File: src/rtl/seq_detect_moore_param.sv
// Parametrised Moore serial pattern detector with a sample enable, a saturating
// match counter and a synchronous counter clear.
module seq_detect_moore_param #(
  parameter int           N       = 4,
  parameter logic [N-1:0] PATTERN = 4'b1001,
  parameter bit           OVERLAP = 1'b1,
  parameter int           CNT_W   = 8
) (
  input  logic                     clk,
  input  logic                     rst,
  input  logic                     en,
  input  logic                     in,
  input  logic                     clr,
  output logic                     d,
  output logic [$clog2(N+1)-1:0]   state,
  output logic [CNT_W-1:0]         match_cnt
);

  localparam int SW   = $clog2(N + 1);
  localparam int TABN = 2 ** SW;

  // Next matched-prefix length after consuming b from prefix length k: the
  // longest prefix of PATTERN that is a suffix of (matched prefix, b).
  function automatic logic [SW-1:0] next_state(input int k, input logic b);
    logic [16:0] s;
    int          best;
    logic        ok;
    s    = '0;
    best = 0;
    if (k == N && !OVERLAP) begin
      best = (b == PATTERN[N-1]) ? 1 : 0;
    end else begin
      // s[0] is the newest bit, s[i] the bit consumed i edges earlier
      s[0] = b;
      for (int i = 1; i <= 16; i++) begin
        if (i <= k) s[i] = PATTERN[N-k+i-1];
      end
      for (int j = 1; j <= N; j++) begin
        if (j <= k + 1) begin
          ok = 1'b1;
          for (int t = 0; t < N; t++) begin
            if (t < j && s[t] != PATTERN[N-j+t]) ok = 1'b0;
          end
          if (ok) best = j;
        end
      end
    end
    return SW'(best);
  endfunction

  logic [SW-1:0] nxt0 [TABN];
  logic [SW-1:0] nxt1 [TABN];

  // Unreachable encodings above N fall back to the idle state.
  generate
    for (genvar gi = 0; gi < TABN; gi++) begin : g_tab
      if (gi <= N) begin : g_live
        assign nxt0[gi] = next_state(gi, 1'b0);
        assign nxt1[gi] = next_state(gi, 1'b1);
      end else begin : g_dead
        assign nxt0[gi] = '0;
        assign nxt1[gi] = '0;
      end
    end
  endgenerate

  logic [SW-1:0]    state_q, state_d;
  logic             d_q, d_d;
  logic [CNT_W-1:0] cnt_q, cnt_d;

  always_comb begin
    state_d = state_q;
    cnt_d   = cnt_q;
    if (en) begin
      state_d = in ? nxt1[state_q] : nxt0[state_q];
      if (state_d == SW'(N) && cnt_q != {CNT_W{1'b1}}) cnt_d = cnt_q + 1'b1;
    end
    if (clr) cnt_d = '0;
    d_d = (state_d == SW'(N));
  end

  always_ff @(posedge clk or negedge rst) begin
    if (!rst) begin
      state_q <= '0;
      d_q     <= 1'b0;
      cnt_q   <= '0;
    end else begin
      state_q <= state_d;
      d_q     <= d_d;
      cnt_q   <= cnt_d;
    end
  end

  assign d         = d_q;
  assign state     = state_q;
  assign match_cnt = cnt_q;

endmodule
File: config.mk
export PLATFORM = sky130hd
export DESIGN_NAME = seq_detect_moore_param
export DESIGN_NICKNAME = d
export VERILOG_FILES = /design/src/rtl/seq_detect_moore_param.sv
export SDC_FILE = /design/constraint.sdc
export NUM_CORES = 1
export LEC_CHECK = 0
export CAP_MARGIN = 20
export CORE_MARGIN = 1
export CORE_UTILIZATION = 32
export DETAILED_ROUTE_END_ITERATION = 10
export PLACE_DENSITY = 0.59
export REMOVE_ABC_BUFFERS = 1
export SLEW_MARGIN = 0
export SYNTH_ARGS = -nofsm -noshare
export SYNTH_HDL_FRONTEND = slang
export SYNTH_SLANG_ARGS = --single-unit
File: constraint.sdc
create_clock -name clk -period 3.4 [get_ports clk]
set_clock_uncertainty 0.2 [all_clocks]
set_input_delay 0.34 -clock clk [delete_from_list [all_inputs] [get_ports clk]]
set_output_delay 0.34 -clock clk [all_outputs]
set_load 0.01 [all_outputs]
==> run summary, run 1 <==
After global routing the overflow that remains totals 0. The number of design-rule violations left by the first detailed-router iteration is 4. The clock latency on the worst-skew pair is 270 ps. The quantity of I/O buffers inserted on ports is 16.

In the synthesized netlist the async set-or-reset flop fraction comes to 100.0%. In the post-synthesis netlist, the biggest area contributors are dfrtp_1 44%, ha_1 7.4%, xor2_1 5.2%. The detail-routed via count per cell is just under 5. Setup repair after global routing left no endpoint under its margin.

The routed wire length came out at 1.318 mm. The count of flip-flops with a built-in enable after synthesis came out at 0. The startpoint kind of the worst setup timing path is a flop. Measured in cells, the most critical reg-to-reg path has a length of 5. The clock-pin slew on the worst setup and hold paths is around 80 ps. The core region is 1982 um^2. For this run, design rule violations remaining after detail routing come to 0. The post-synthesis sequential area ratio is 44.28%. The leading cell type by number of instances after synthesis is dfrtp_1. The worst slack at placement came out at ~1300 ps. The run finished with clean final reports. During synthesis, Yosys emitted a total of 0 warnings. The tree built by TritonCTS fans out to 12 sinks. The maximum cell stage delay along the critical path came out at about 580 ps. The area after detailed placement came out at just under 900 um^2. The post-cts gate resize count is 0. The number of diodes added for antenna fixing is 0. The number of max-cap violations came out at 0. The mapped netlist covers ~680 um^2. The number of primary I/O pins came out at 17. The number of hold violations in the final report came to 0. From left edge to right edge, the die measures 48.04 um. The maximum ir drop on the vdd rail is about 230 uV.

The maximum operating frequency came out at approximately 0.54 GHz. The required time of the critical path is around 2900 ps. The synthesized area per cell is 10.43 um^2. The power per cell area is roughly 360 nW/um^2.

The path class of the tightest hold or removal check is in -> async. The final critical-path required period came out at between 1500 and 2000 ps. The number of nets in the layout is 94. The final total power is approximately 0.33 mW.

The detailed-route via count came out at ~550. The normalized max-slew margin is ~63%. The pin count of the biggest net entering global routing is 13.

Summing all non-filler instances in the final layout gives an area of about 900 um^2. The overall track demand over capacity in global routing came out at 13.69%. The synthesized instance count is 65. The most used flip-flop cell after synthesis is dfrtp_1. The number of failing setup endpoints in the final timing report is 0.

The kind of cell with the highest combined delay on the critical path is buffers and inverters. Counting instances in the post-synthesis netlist gives the leading cell types as 12 x dfrtp_1, 8 x nor2_1, 4 x ha_1, 4 x inv_1, 4 x xor2_1. The final standard cell count with taps included and fillers excluded came out at ~110. After clock tree synthesis, the flow added hold-fix buffers numbering 0.

The worst path setup slack after routing is around 1500 ps. The setup TNS is 0 ps. The first global-routing pass estimated 2.076 mm of wire. The post-synthesis register bit count came out at 12. The final count of pins violating max slew is 0. The post-synthesis to final-layout area growth is 33.39%.

The routability congestion estimate from global placement is 0.7478. The type of destination of the critical path is an output port. Counting tap cells, the placed design contains a total of roughly 110 instances.

The highest fanout seen on the critical path came out at 6. The maximum clock path buffer count came out at 2. The number of global-route vias before repair came out at 489.

In this run the static leakage power is ~0.4 nW. The floorplan has 16 rows. The share of synthesized area in the top cell type comes to between 40 and 50%.

The count of buffering cells on the critical path with inverters included is 1. The number of iterations in the first detailed-routing pass came out at 5. TritonCTS built the clock tree.

The initial standard-cell utilization of the core came out at between 30% and 40%. The critical path is of the reg -> out type. The number of antenna violations at the first check in global routing came out at 0. Buffers inserted during clock tree synthesis total 3. The worst path uses 54.60% of the clock period. Dividing the detail-routed wire length by the instance count gives about 12 um. Walking the worst path, the cells encountered are clkdlybuf4s50_1.

The die covers 2307 um^2. The overall die height is approximately 48 um. At the pin with the least slew margin, the transition time is 550.6 ps.

The count of cell instances traversed by the critical path came out at 1. In this run the post-CTS setup repair buffer count came out at 0. The number of nets with antenna violations after detailed routing came out at 0. The reg2reg setup slack came out at approximately 1600 ps.

The share of cells above drive strength 1 is between 10% and 20%. The half-perimeter wire length after detailed placement came out at just under 1 mm. On the critical path, the stage with the largest delay is an instance of clkdlybuf4s50_1.

The clock tree root driver cell is clkbuf_4. The distinct cell type count after synthesis is 35. The largest total area in the synthesized netlist belongs to dfrtp_1. The data arrival time of the worst path came out at about 1300 ps. The maximum level of the CTS H-tree is 1.
-- logic make-up (layout without fill, tap and decap cells) --
family                     after synthesis  count (layout)  share of synthesized area (%)
muxes                                    3               3                          4.613
buffers and inverters                    5              24                          2.766
xor gates and xnor gates                 5               5                          6.457
and+or+nand+nor                         26              26                          23.07
AOI/OAI and AO/OA                       10              10                          11.44
adders and majority gates                4               4                          7.380
DFF                                     12              12                          44.28
-- power by group --
group          internal, mW  switching (mW)
logic                0.0302          0.0275
clock network        0.0650          0.0482
registers             0.149         0.00766
total                 0.245          0.0834
-- cell type report --
class	instances	area [um^2]
Fill cell	195	1077
Inverter	4	15.01
Sequential cell	12	300.3
Timing Repair Buffer	16	160.2
Multi-Input combinational cell	48	359.1
Tap cell	27	33.78
Clock buffer	4	36.28
-- per-layer routing --
metal,up-vias,GRT usage (%),part of all wire (%)
li1,270,-,-
met1,267,16.67,47
met2,12,21.62,48
met3,2,3.396,4.1
met4,0,8.333,0.83
met5,-,0,0
-- flip-flops by register name (all words and copies together), names as in the netlist --
name,flops
match_cnt,8
state,3
d,1
-- layout by cell type, fill, tap and decap left out, types with 2 or more instances in the layout --
cell type / count
mux2i_1: 2
xor2_1: 4
clkdlybuf4s50_1: 16
nor2_1: 8
nand2_1: 3
inv_1: 4
ha_1: 4
clkbuf_4: 3
dfrtp_1: 12
-- metrics by stage --
stage	hold WS (ps)	util, %
floorplan	-155.6	-
global placement	360.7	43.81
detailed placement	360.8	43.81
CTS	229.8	45.64
global route	252.8	45.64
finish	225.3	45.64
-- final timing paths --
path                                           from                  endpoint
max                        match_cnt[3]$_DFFE_PN0P_              match_cnt[3]
min                                             rst  match_cnt[5]$_DFFE_PN0P_
max reg2reg                      state[0]$_DFF_PN0_  match_cnt[7]$_DFFE_PN0P_
min reg2reg                      state[0]$_DFF_PN0_        state[0]$_DFF_PN0_
max in group asynchronous                       rst  match_cnt[1]$_DFFE_PN0P_
min in group clk                 state[0]$_DFF_PN0_        state[0]$_DFF_PN0_
(Power assumes the default switching activity.)
==> run 2, diff against run 1 <==
- PLACE_DENSITY: 0.59 -> 0.61
- clock period: 3.4 -> 1.5 ns (I/O delays scaled with it)
==> run 2 against run 1 <==
The run now ends with negative setup slack left. Setup slack got worse by 1800 ps. Design area rose by 28%. Count of clock-buffer cells in the layout fell by 1. Non-clock buffer count rose by 27. Hold slack improved by 190 ps. Combinational power rose to 3.5 times the previous value. Core utilization rose by 13 points. First-iteration DRC count did not move. Highest routed layer unchanged. Sequential power rose by 120%.
==> run summary, run 2 (same netlist as run 1, synthesis figures left out) <==
The worst setup path is launched from a flop. The number of antenna violations at the first check in global routing came out at 0 (unchanged). The data arrival time of the worst path is 1710 ps (+390 ps). After layout, the worst path uses 114.2% of the clock period. The remaining global-route overflow came out at 0 (unchanged). The worst register-to-register path begins at match_cnt[0]$_DFFE_PN0P_. The cell area after layout is 1155 um^2 (+28%).

The number of nets with antenna violations after detailed routing came to 0 (unchanged). The final core utilization is 58.27% (+13 points). The number of hold violations in the final report came out at 0 (unchanged). Walking the worst path, the cells encountered are ha_4, nand3_1, or4_1, a21oi_2. The worst flop-to-flop path endpoint is match_cnt[6]$_DFFE_PN0P_. The flip-flop count of the largest register after layout came out at 8 (unchanged). The number of diodes added for antenna fixing came to 0 (unchanged). The most common cell after layout, fill and taps aside is buf_4. The number of design-rule violations left by the first detailed-router iteration is 4 (unchanged). The worst hold path class is reg -> reg.

The normalized max-slew margin is 83.05% (+20 points). Setup repair after global routing could not meet its margin everywhere. The final critical-path required period is around 1700 ps. The routed wire length came out at 1.869 mm (+42%).

CTS placed an instance of clkbuf_4 at the clock tree root. The area of the core came to 1982 um^2 (unchanged). The maximum level of the CTS H-tree came to 1 (unchanged). The maximum clock path buffer count was 2 (unchanged). The die outline area came out at 2307 um^2 (unchanged). The number of iterations in the first detailed-routing pass came to 4 (-1). The static leakage came out at 0.5855 nW (+45%).

The share of cells above drive strength 1 was 42.73% (+28 points). The number of nets in the layout came out at 121 (+29%). The routability congestion estimate from global placement was 0.8661 (+16%).

The highest fanout seen on the critical path is 3 (-3). The clock latency on the worst-skew pair is 270 ps (about the same). The top cell types in the final layout, fill and taps aside, are 26 x buf_4, 12 x dfrtp_1, 8 x dlygate4sd2_1.

The detailed-route wire length per cell was 13.64 um (+15%). The critical path capture point is match_cnt[6]$_DFFE_PN0P_. The reg2reg setup slack came out at -210 ps (-1800 ps).

The clock-pin slew on the worst setup and hold paths came out at 80 ps (about the same). The area after detailed placement is 1033 um^2 (+19%). The post-synthesis to final-layout area growth is 70.30%. The maximum operating frequency is 0.5836 GHz. The final hold slack is 412.7 ps (+187.4 ps). The quantity of I/O buffers inserted on ports is 16 (unchanged). The slew of the pin with the lowest slew margin is 253.6 ps (-297.0 ps). The worst path setup slack after routing was -213.6 ps (-1757 ps). The detail-routed via count per cell came out at 4.774 (-3.8%).

The final reports fail on negative setup slack. The worst slack at placement is -299.8 ps (-1573 ps). TritonCTS built the clock tree. The final count of pins violating max slew is 0 (unchanged). The power per cell area is 652.3 nW/um^2 (+80%).

The number of clock sinks came to 12 (unchanged). The overall die height is 48.04 um (unchanged). The number of max-cap violations is 0 (unchanged). The maximum ir drop on the vdd rail is 450.6 uV (+99%). The number of failing setup endpoints in the final timing report is 9 (+9). The type of destination of the critical path is a flop. The setup TNS is -1292 ps (-1292 ps).

The number of cells on the worst reg-to-reg path came out at 4 (-1). The overall track demand over capacity in global routing came to 16.16% (+2.5 points). The die boundary width is 48.04 um (unchanged). For this design, the slowest cell found on the critical path is or4_1. The count of unresolved DRC violations after routing is 0 (unchanged). The cell row count came out at 16 (unchanged). The half-perimeter wire length after detailed placement is 1.243 mm (+25%). The worst setup path startpoint is match_cnt[0]$_DFFE_PN0P_. The initial standard-cell utilization of the core came to 34.22% (unchanged). The required time of the critical path is 1500 ps (-1360 ps). The detailed-route via count is 654 (+19%).

The number of global-route vias before repair is 585 (+20%). The flow ran to the end, but the final reports show violations. The number of CTS-inserted buffers came out at 3 (unchanged). The number of primary I/O pins was 17 (unchanged). The critical path in this run is classified as reg -> reg. The global-route wire length before repair is 2.497 mm (+20%). The maximum cell stage delay along the critical path is 550 ps (-30 ps). The pin count of the biggest net entering global routing is 13 (unchanged).
## run 2: changes by cell type in the layout (fill, tap and decap cells not counted), moves of 2 or more
cell             change
buf_4               +26
clkdlybuf4s15_1      +3
clkdlybuf4s50_1     -12
dlygate4sd2_1        +8
ha_1                 -3
ha_2                 +2
## run 2: metrics by stage
stage	cells	power, mW
global route	137	0.7950
global placement	129	0.5423
CTS	135	0.7531
detailed placement	129	0.5463
floorplan	64	0.4259
finish	137	0.7534
## run 2: critical path, delay by kind of cell, from the launching register on
| family | cells | cell delay, ps |
|---|---|---|
| AND/OR/NAND/NOR | 2 | 740 |
| AO/OA/AOI/OAI | 1 | 130 |
| flip-flops | 1 | 400 |
| adder cells (fa/ha/maj) | 1 | 160 |
## run 2: final cells by class
class	instances	area, um^2
Fill cell	168	827.0
Timing Repair Buffer	43	357.8
Clock buffer	3	22.52
Tap cell	27	33.78
Multi-Input combinational cell	48	425.4
Inverter	4	15.01
Sequential cell	12	300.3
## run 2: worst min-delay path by stage
stage / startpoint / depth (start not counted) / end
floorplan: rst / 0 / d$_DFF_PN0_
global placement: rst / 2 / match_cnt[4]$_DFFE_PN0P_
detailed placement: rst / 2 / match_cnt[4]$_DFFE_PN0P_
CTS: state[2]$_DFF_PN0_ / 1 / state[2]$_DFF_PN0_
global route: clr / 3 / match_cnt[4]$_DFFE_PN0P_
finish: state[0]$_DFF_PN0_ / 3 / state[0]$_DFF_PN0_
## run 2: what timing repair did
item	in CTS	in global routing
endpoints found under the setup margin	22	12
resized for setup	18	12
hold buffers	1	0
setup buffers	2	3
pin swaps	5	13
endpoints found under the hold margin	12	0
## run 2: per-layer routing
layer  global-route usage, %  part of all wire, %
met1                   19.86                   43
met3                   6.038                  4.3
met2                   26.22                   52
met5                       0                    0
met4                   5.000                  1.2
## run 2: power by group
group	switching (mW)	internal, mW	leakage (nW)	total (mW)
combinational	0.0921	0.109	0.407	0.201
clock	0.109	0.0929	0.0138	0.202
sequential	0.0112	0.339	0.165	0.350
total	0.213	0.541	0.586	0.753
==> run 3, diff against run 2 <==
- GPL_ROUTABILITY_DRIVEN: unset -> 0
- SKIP_LAST_GASP: unset -> 1
- SLEW_MARGIN: 0 -> unset
==> run 3 against run 2 <==
The flow still finishes with violations (negative setup slack). Largest power group unchanged. Flip-flop and latch count unchanged. First-iteration DRC count is 25% lower. Power about the same.
==> run summary, run 3 (same netlist as run 1, synthesis figures left out) <==
The number of iterations in the first detailed-routing pass was 4 (unchanged). The sequential cell area came out at 300.3 um^2 (unchanged). The pin count of the biggest net entering global routing is 13 (unchanged). The number of global-route vias before repair was 585 (unchanged).

The remaining global-route overflow came out at 0 (unchanged). The master of the slowest instance on the critical path is or4_1. The area of combinational cells with multiple inputs is 425.4 um^2 (unchanged). The required time of the critical path came out at 1500 ps (about the same). The signal on the critical path passes through ha_4, nand3_1, or4_1, a21oi_2. The maximum level of the CTS H-tree came to 1 (unchanged). The flow ran to the end, but the final reports show violations. The maximum cell stage delay along the critical path is 550 ps (about the same). The number of failing setup endpoints in the final timing report was 9 (unchanged). The area of the core is 1982 um^2 (unchanged). The number of diodes added for antenna fixing came out at 0 (unchanged). The detailed-route wire length per cell is 13.61 um (-0.27%). The die boundary width is 48.04 um (unchanged). TritonCTS built the clock tree. For hold timing, the worst endpoint is state[0]$_DFF_PN0_. The number of design-rule violations left by the first detailed-router iteration came out at 3 (-1). The flip-flop count of the largest register after layout is 8 (unchanged). The detailed-route via count is 656 (+0.31%).

The clock tree root driver cell is clkbuf_4. The highest fanout seen on the critical path came out at 3 (unchanged). The power per cell area came out at 653.5 nW/um^2 (+0.18%). The final total power is 0.7531 mW (about the same). The static leakage came out at 0.5927 nW (+1.2%).

The overall die height was 48.04 um (unchanged). The share of cells above drive strength 1 came out at 42.73% (unchanged). The setup TNS is -1282 ps (+10.82 ps). The maximum ir drop on the vdd rail is 450.2 uV (about the same). The reg2reg setup slack came to -210 ps (about the same). The number of nets in the layout was 121 (unchanged). The number of clock sinks is 12 (unchanged). The worst slack at placement is -299.8 ps (unchanged). The final critical-path required period is 1711 ps (-2.604 ps). The critical path is of the reg -> reg type.

The number of nets with antenna violations after detailed routing came out at 0 (unchanged). Setup repair after global routing could not meet its margin everywhere. The maximum clock path buffer count is 2 (unchanged).

The normalized max-slew margin is 83.11% (about the same). The clock latency on the worst-skew pair was 270 ps (about the same). The slew of the pin with the lowest slew margin is 252.6 ps (-0.9780 ps). The checks that failed: negative setup slack.

The worst path setup slack after routing came to -211.0 ps (+2.604 ps). The detailed-route wire length on metal 1 is 793 um (-1.1%). The half-perimeter wire length after detailed placement is 1.243 mm (unchanged). The die outline area was 2307 um^2 (unchanged).

The length of routed met3 wiring is 85 um (+6.3%). The number of max-cap violations came out at 0 (unchanged). The worst setup path is launched from a flop.

The worst setup path is captured at a flop. The number of hold violations in the final report came out at 0 (unchanged). The detail-routed via count per cell came out at 4.788 (+0.31%). The final count of pins violating max slew was 0 (unchanged). The final standard cell count with taps included and fillers excluded came out at 137 (unchanged).

The length of routed met2 wiring came out at 961 um (-0.21%). The number of antenna violations at the first check in global routing came out at 0 (unchanged). The path class of the tightest hold or removal check is reg -> reg. The cell row count was 16 (unchanged). The worst hold path begins at state[0]$_DFF_PN0_. The worst register-to-register path ends at match_cnt[6]$_DFFE_PN0P_. The data arrival time of the worst path came to 1710 ps (about the same). The count of fill cells added during filler insertion came out at 169 (+0.60%). The overall track demand over capacity in global routing came out at 16.16% (unchanged). The library cell used most frequently in the layout, excluding fill and tap cells, is buf_4.

The post-placement cell count came to 129 (unchanged). The initial standard-cell utilization of the core is 34.22% (unchanged). The depth of the worst hold-timing path is 3 (unchanged). The maximum operating frequency came out at 0.5844 GHz (+0.15%). The highest metal layer carrying signal wires in the routed design is met4. The count of unresolved DRC violations after routing is 0 (unchanged).

The final cycle utilization of the critical path is 114.1% (-0.17 points). The number of cells on the worst reg-to-reg path came out at 4 (unchanged). The routed wire length came out at 1.864 mm (-0.27%). The number of CTS-inserted buffers came out at 3 (unchanged). The post-synthesis to final-layout area growth came out at 69.93%.

In the layout the commonest cells are 26 x buf_4, 12 x dfrtp_1, 10 x dlygate4sd2_1. In this run the critical register-to-register path is launched from match_cnt[0]$_DFFE_PN0P_. The clock-pin slew on the worst setup and hold paths is 80 ps (about the same).

The number of primary I/O pins is 17 (unchanged). The global-route wire length before repair is 2.497 mm (unchanged). The quantity of I/O buffers inserted on ports is 16 (unchanged).
run 3: worst max-delay path by stage:
stage,depth (start not counted),startpoint,end
global placement,5,en,match_cnt[7]$_DFFE_PN0P_
finish,4,match_cnt[0]$_DFFE_PN0P_,match_cnt[6]$_DFFE_PN0P_
global route,6,state[0]$_DFF_PN0_,d$_DFF_PN0_
CTS,5,state[1]$_DFF_PN0_,match_cnt[7]$_DFFE_PN0P_
floorplan,5,state[1]$_DFF_PN0_,match_cnt[7]$_DFFE_PN0P_
detailed placement,5,in,match_cnt[7]$_DFFE_PN0P_
run 3: metal layers:
metal  global-route usage [%]  vias up
li1                         -      322
met1                    19.86      309
met2                    26.22       23
met5                        0        -
met3                    6.038        2
met4                    5.000        0
run 3: per-stage QoR:
stage / util, % / hold WS, ps / instance area [um^2]
6_report: 58.14 / 412.7 / 1152
2_1_floorplan: - / -345.6 / 674.4
3_3_place_gp: 52.15 / 270.6 / 1033
5_1_grt: 58.14 / 452.9 / 1152
4_1_cts: 54.99 / 366.1 / 1090
3_5_place_dp: 52.15 / 269.9 / 1033
run 3: power by group:
group          internal (mW)  switching, mW
clock                 0.0929          0.109
sequential             0.339         0.0112
combinational          0.109         0.0920
total                  0.541          0.213
run 3: final cells by class:
class                   instances  share of cell area (%)
multi-input cells              48                   36.92
repair buffers                 43                   30.84
flip-flops and latches         12                   26.06
well taps                      27                   2.932
clock buffers                   3                   1.954
inverters                       4                   1.303
run 3: worst max-delay path, delay by kind of cell (launching register included):
family | cells | cell delay, ps
flops | 1 | 400
fa+ha+maj | 1 | 160
compound gates | 1 | 130
simple gates | 2 | 740
run 3: repair_timing:
| item | 4_1_cts | 5_1_grt |
|---|---|---|
| gates cloned | 0 | 0 |
| resized for setup | 18 | 10 |
| setup buffers | 2 | 3 |
| hold buffers | 1 | 0 |
| endpoints found under the hold margin | 12 | 0 |
| endpoints found under the setup margin | 22 | 12 |
| pin swaps | 5 | 13 |
